[config.mk]
export PLATFORM = sky130hd
export DESIGN_NAME = alarm_bank
export DESIGN_NICKNAME = d
export VERILOG_FILES = /design/src/rtl/alarm_bank.sv
export SDC_FILE = /design/constraint.sdc
export NUM_CORES = 1
export LEC_CHECK = 0
export ABC_AREA = 1
export BUFFER_PORTS_ARGS = -buffer_cell sky130_fd_sc_hd__buf_4
export CAP_MARGIN = 20
export CORE_MARGIN = 2
export CORE_UTILIZATION = 40
export DETAILED_ROUTE_END_ITERATION = 8
export GPL_TIMING_DRIVEN = 0
export MAX_ROUTING_LAYER = met4
export PLACE_DENSITY = 0.7
export SETUP_SLACK_MARGIN = 0.15
export SLEW_MARGIN = 15
export SYNTH_ARGS = -nofsm -noshare
export SYNTH_HDL_FRONTEND = slang
export SYNTH_SLANG_ARGS = --single-unit
[constraint.sdc]
create_clock -name clk_i -period 6.3 [get_ports clk_i]
set_input_delay 0.63 -clock clk_i [delete_from_list [all_inputs] [get_ports clk_i]]
set_output_delay 0.63 -clock clk_i [all_outputs]
set_load 0.005 [all_outputs]
[src/rtl/alarm_bank.sv]
// Bank of independent alarm channels: persistence filter, latch-until-ack, event count, irq.
// Optional blinking indicator output enabled by defining ALARM_BLINK_EN.

module alarm_chan #(
  parameter int CNT_W = 5
) (
  input  logic             clk_i,
  input  logic             rst_ni,
  input  logic             in_i,
  input  logic             ack_i,
  input  logic [CNT_W-1:0] thr_i,     // effective threshold, never 0
  output logic             active_o,
  output logic             enter_o
);
  typedef enum logic [1:0] {S_IDLE, S_ARMING, S_ALARM, S_HOLD} state_e;

  state_e           state_q, state_d;
  logic [CNT_W-1:0] cnt_q, cnt_d;
  logic [CNT_W:0]   cnt_inc;

  // One extra bit so the compare stays correct when the count is near full scale.
  assign cnt_inc = {1'b0, cnt_q} + {{CNT_W{1'b0}}, 1'b1};

  always_ff @(posedge clk_i or negedge rst_ni) begin
    if (!rst_ni) begin
      state_q <= S_IDLE;
      cnt_q   <= '0;
    end else begin
      state_q <= state_d;
      cnt_q   <= cnt_d;
    end
  end

  always_comb begin
    state_d = state_q;
    cnt_d   = cnt_q;
    case (state_q)
      S_IDLE: if (in_i) begin
        if (thr_i == CNT_W'(1)) begin
          state_d = S_ALARM;
          cnt_d   = '0;
        end else begin
          state_d = S_ARMING;
          cnt_d   = CNT_W'(1);
        end
      end
      S_ARMING: begin
        if (!in_i) begin
          state_d = S_IDLE;
          cnt_d   = '0;
        end else if (cnt_inc >= {1'b0, thr_i}) begin
          state_d = S_ALARM;
          cnt_d   = '0;
        end else begin
          cnt_d   = cnt_inc[CNT_W-1:0];
        end
      end
      S_ALARM: if (ack_i) begin
        state_d = in_i ? S_HOLD : S_IDLE;
        cnt_d   = '0;
      end
      S_HOLD: if (!in_i) begin
        state_d = S_IDLE;
        cnt_d   = '0;
      end
      default: begin
        state_d = S_IDLE;
        cnt_d   = '0;
      end
    endcase
  end

  assign active_o = (state_q == S_ALARM);
  assign enter_o  = (state_d == S_ALARM) && (state_q != S_ALARM);
endmodule

module alarm_bank #(
  parameter int CHANNELS   = 4,
  parameter int CNT_W      = 5,
  parameter int BLINK_LOG2 = 3
) (
  input  logic                clk_i,
  input  logic                rst_ni,
  input  logic [CHANNELS-1:0] in_i,
  input  logic [CNT_W-1:0]    threshold_i,
  input  logic [CHANNELS-1:0] ack_i,
  output logic [7:0]          out_o,
  output logic [CNT_W-1:0]    counter_o,
  output logic [CHANNELS-1:0] active_o,
  output logic                irq_o
);
  localparam logic [CNT_W+3:0] CNT_MAX = {4'b0, {CNT_W{1'b1}}};

  logic [CNT_W-1:0]    eff_thr;
  logic [CHANNELS-1:0] enter;
  logic [3:0]          n_enter;
  logic [CNT_W+3:0]    cnt_sum;
  logic [CNT_W-1:0]    counter_q, counter_d;
  logic                irq_q;

  assign eff_thr = (threshold_i == '0) ? CNT_W'(1) : threshold_i;

  for (genvar g = 0; g < CHANNELS; g++) begin : g_ch
    alarm_chan #(.CNT_W(CNT_W)) u_ch (
      .clk_i    (clk_i),
      .rst_ni   (rst_ni),
      .in_i     (in_i[g]),
      .ack_i    (ack_i[g]),
      .thr_i    (eff_thr),
      .active_o (active_o[g]),
      .enter_o  (enter[g])
    );
  end

  always_comb begin
    n_enter = '0;
    for (int i = 0; i < CHANNELS; i++) n_enter = n_enter + {3'b0, enter[i]};
  end

  // Simultaneous entries all count, but the total pins at full scale.
  assign cnt_sum   = {4'b0, counter_q} + {{CNT_W{1'b0}}, n_enter};
  assign counter_d = (cnt_sum > CNT_MAX) ? CNT_MAX[CNT_W-1:0] : cnt_sum[CNT_W-1:0];

  always_ff @(posedge clk_i or negedge rst_ni) begin
    if (!rst_ni) begin
      counter_q <= '0;
      irq_q     <= 1'b0;
    end else begin
      counter_q <= counter_d;
      irq_q     <= |enter;
    end
  end

  assign counter_o = counter_q;
  assign irq_o     = irq_q;

`ifdef ALARM_BLINK_EN
  logic [BLINK_LOG2-1:0] presc_q;
  logic                  phase_q;

  always_ff @(posedge clk_i or negedge rst_ni) begin
    if (!rst_ni) begin
      presc_q <= '0;
      phase_q <= 1'b1;
    end else begin
      presc_q <= presc_q + BLINK_LOG2'(1);
      if (presc_q == '1) phase_q <= ~phase_q;
    end
  end

  assign out_o = 8'(active_o & {CHANNELS{phase_q}});
`else
  assign out_o = 8'(active_o);
`endif
endmodule

==> results.ini <==
[global_routing]
grt_max_degree=35
antenna_found_initial=0
grt_pass1_wl_um=9180
grt_pass1_vias=2109
grtUsageTotal_pct=16.2
gr-total-overflow=0

[finish]
final_nets=432
fillers=619
diodes=0
layout_common_cells=78 x nand2_1, 69 x inv_1, 40 x buf_4
layout-drive-gt1-share_pct=16.2
utilization_pct=48.3
layout_commonest_cell=nand2_1
area_growth_pct=16.1
fin_cells=467

[power]
clkPwrFrac_pct=15.9
p_leak_nw=1.78
p_switching_w=0.000513
switching_share_pct=42.6
power_frac_seq_pct=30.2
comb_power_share_pct=53.9
intPower_w=0.000690
vdd.ir_drop.worst_v=0.000266
p_per_area_nw_per_um2=390

[worst_setup_path]
worstPathCellList=ha_1, nand3_1, xor2_1, inv_1, ha_1, nand4_1, nand4_2, nand3_2, nor2_1, inv_1, fa_1, fa_1, inv_1, fa_1, nand2_1, inv_1, nand2_1, or2_2, nand3_1
cp-end-kind=register
path_buf_inv=4
critPathMostFrequentCell=inv_1
timing.rr.start=g_ch[2].u_ch.cnt_q[0]
worstPathMaxFanout=7
cp_slowest_cell=fa_1
crit_required_ps=6520
cp.depth=19
worstSetupPathType=register to register
ff2ff_path_depth=19
worstReg2RegEnd=counter_o[4]
startpoint_type=register
reg2reg_slack_ps=2470
cp.arrival_ps=4050
startpoint=g_ch[2].u_ch.cnt_q[0]
cp_top_family=adder cells
crit_end=counter_o[4]
critPathMaxStageDelay_ps=480

[floorplan]
coreArea_um2=6390
fp.dieW_um=85.5
fp.dieH_um=85.5
rows=29
io_pins=33
dieArea_um2=7310
start_util_pct=41.6

[cts]
insertion_delay_ps=290
clock_path_buffers=2
cts-root-buf=clkbuf_8
path_clk_slew_ps=70
hold_buffers=0
cts_sinks=34
cts_buffers=5
cts_tree=yes
ctsResizeCount=0
cts_setup_buffers=0
htree_levels=2

[synth]
synth_async_sr_flop_share_pct=100
synth_area_per_cell_um2=7.56
seq_area_frac_synth_pct=32.0
yosys_warnings=0
synth_edf_count=0
synth_mux_area_share_pct=0
synth-simple-area-share_pct=24.7
synth_cells=351
synth_flop_cell=dfrtp_1
ys_types=37
synth_top_family_by_area=simple AND/OR/NAND/NOR gates
syn_area_um2=2660
synth_fa_ha_area_share_pct=14.0
synth_xor_area_share_pct=3.63
ys_ff_latch=34
synth-compound-area-share_pct=12.2

[drt]
num_vias=2242
wl_per_cell_um=11.2
drt-initial-drc-count=57
routed_via_density=4.80
antenna_left=0
drc=0
drt_first_pass_iters=4
route.final.wire_length_um=5230

[timing]
skew_ps=6.23
whs_ps=285
finalCritPeriodShare_pct=60.8
fin_setup_tns_ps=0
rsz0062_at_grt=no
fin_ws_ps=2470
min_period_ps=3830
finalSetupViolCount=0
max_freq_mhz=261
hold_violations=0
slew_viol_final=0

[hold_path]
hold_path.class=primary input to async pin

[placed_design]
hpwl_um=4170
dp_cells=459
gp_congestion=0.867
place_ws_ps=2230
buffer_ports.inserted=28

[job]
cap_violations=0

[run_status]
outcome=complete, no violations

## worst min path at each step
stage / from / end / slack [ps] / cells past startpoint
2_1_floorplan: rst_ni / counter_o[0] / 330 / 0
3_3_place_gp: g_ch[3].u_ch.cnt_q[4] / g_ch[3].u_ch.cnt_q[4] / 510 / 2
3_5_place_dp: g_ch[3].u_ch.cnt_q[1] / g_ch[3].u_ch.cnt_q[1] / 530 / 1
4_1_cts: rst_ni / counter_o[0] / 300 / 1
5_1_grt: rst_ni / counter_o[2] / 310 / 1
6_report: rst_ni / counter_o[1] / 290 / 1
## sequential cells by signal (all words and copies together) (netlist names)
signal,count
counter_o,5
g_ch.u_ch.cnt_q,20
g_ch.u_ch.state_q,8
irq_o,1
## synth_stat cells (2+ instances only)
library cell,number,area [um^2]
dfrtp_1,34,851
xor2_1,10,87.6
buf_4,12,90.1
nand4_1,4,25.0
o22ai_1,2,12.5
nand3_2,3,30.0
nand2_1,78,293
nand3_1,18,90.1
and3_1,2,12.5
inv_1,69,259
a21oi_1,9,45.0
ha_1,25,313
nor2_1,28,105
fa_1,3,60.1
a22o_1,6,52.6
a21boi_0,3,22.5
o21ai_0,20,100
nand4_2,3,37.5
nor3_1,2,10.0
nor2_2,2,12.5
nand2_2,2,12.5
## layer usage
metal | track usage, % | share of wire, %
met5 | - | 0
met4 | 3.90 | 0.84
met3 | 4.18 | 3.7
met2 | 26.4 | 48
met1 | 20.1 | 48
## area by class of cell
class                   count  area [um^2]  area share, %
flip-flops and latches     34          851           27.6
well taps                  77         96.3           3.12
multi-input cells         238         1460           47.4
plain buffers              12         90.1           2.92
clock buffers               8          110           3.57
inverters                  70          263           8.52
repair buffers             28          210           6.82
## cells by family after synthesis
group / count (synthesis)
adder cells (fa/ha/maj): 28
other: 1
flip-flops: 34
buffers and inverters: 82
XOR/XNOR: 11
AND/OR/NAND/NOR: 144
AO/OA/AOI/OAI: 51
## worst reg2reg max path: stages, from the launching register on
cell     delay (ps)
dfrtp_1         460
ha_1            260
nand3_1         110
xor2_1          180
inv_1            70
ha_1            320
nand4_1         140
nand4_2         190
nand3_2          80
nor2_1          180
inv_1            80
fa_1            480
fa_1            430
inv_1           100
fa_1            190
nand2_1          50
inv_1            60
nand2_1          60
or2_2           270
nand3_1          80
## power by group through the flow
| stage | logic (W) | registers [W] | clock network [W] |
|---|---|---|---|
| after floorplan | 0.000465 | 0.000353 | 0 |
| after global placement | 0.000626 | 0.000363 | 0 |
| after detailed placement | 0.000658 | 0.000364 | 0 |
| after CTS | 0.000661 | 0.000361 | 0.000197 |
| after global routing | 0.000757 | 0.000375 | 0.000207 |
| final | 0.000648 | 0.000363 | 0.000191 |
## through the flow
stage / cell area, um^2 / total power (W)
finish: 3080 / 0.00120
floorplan: 2670 / 0.000818
CTS: 3080 / 0.00122
global route: 3080 / 0.00134
detailed placement: 2970 / 0.00102
global placement: 2970 / 0.000989
Power figures use the tool's default switching activity.
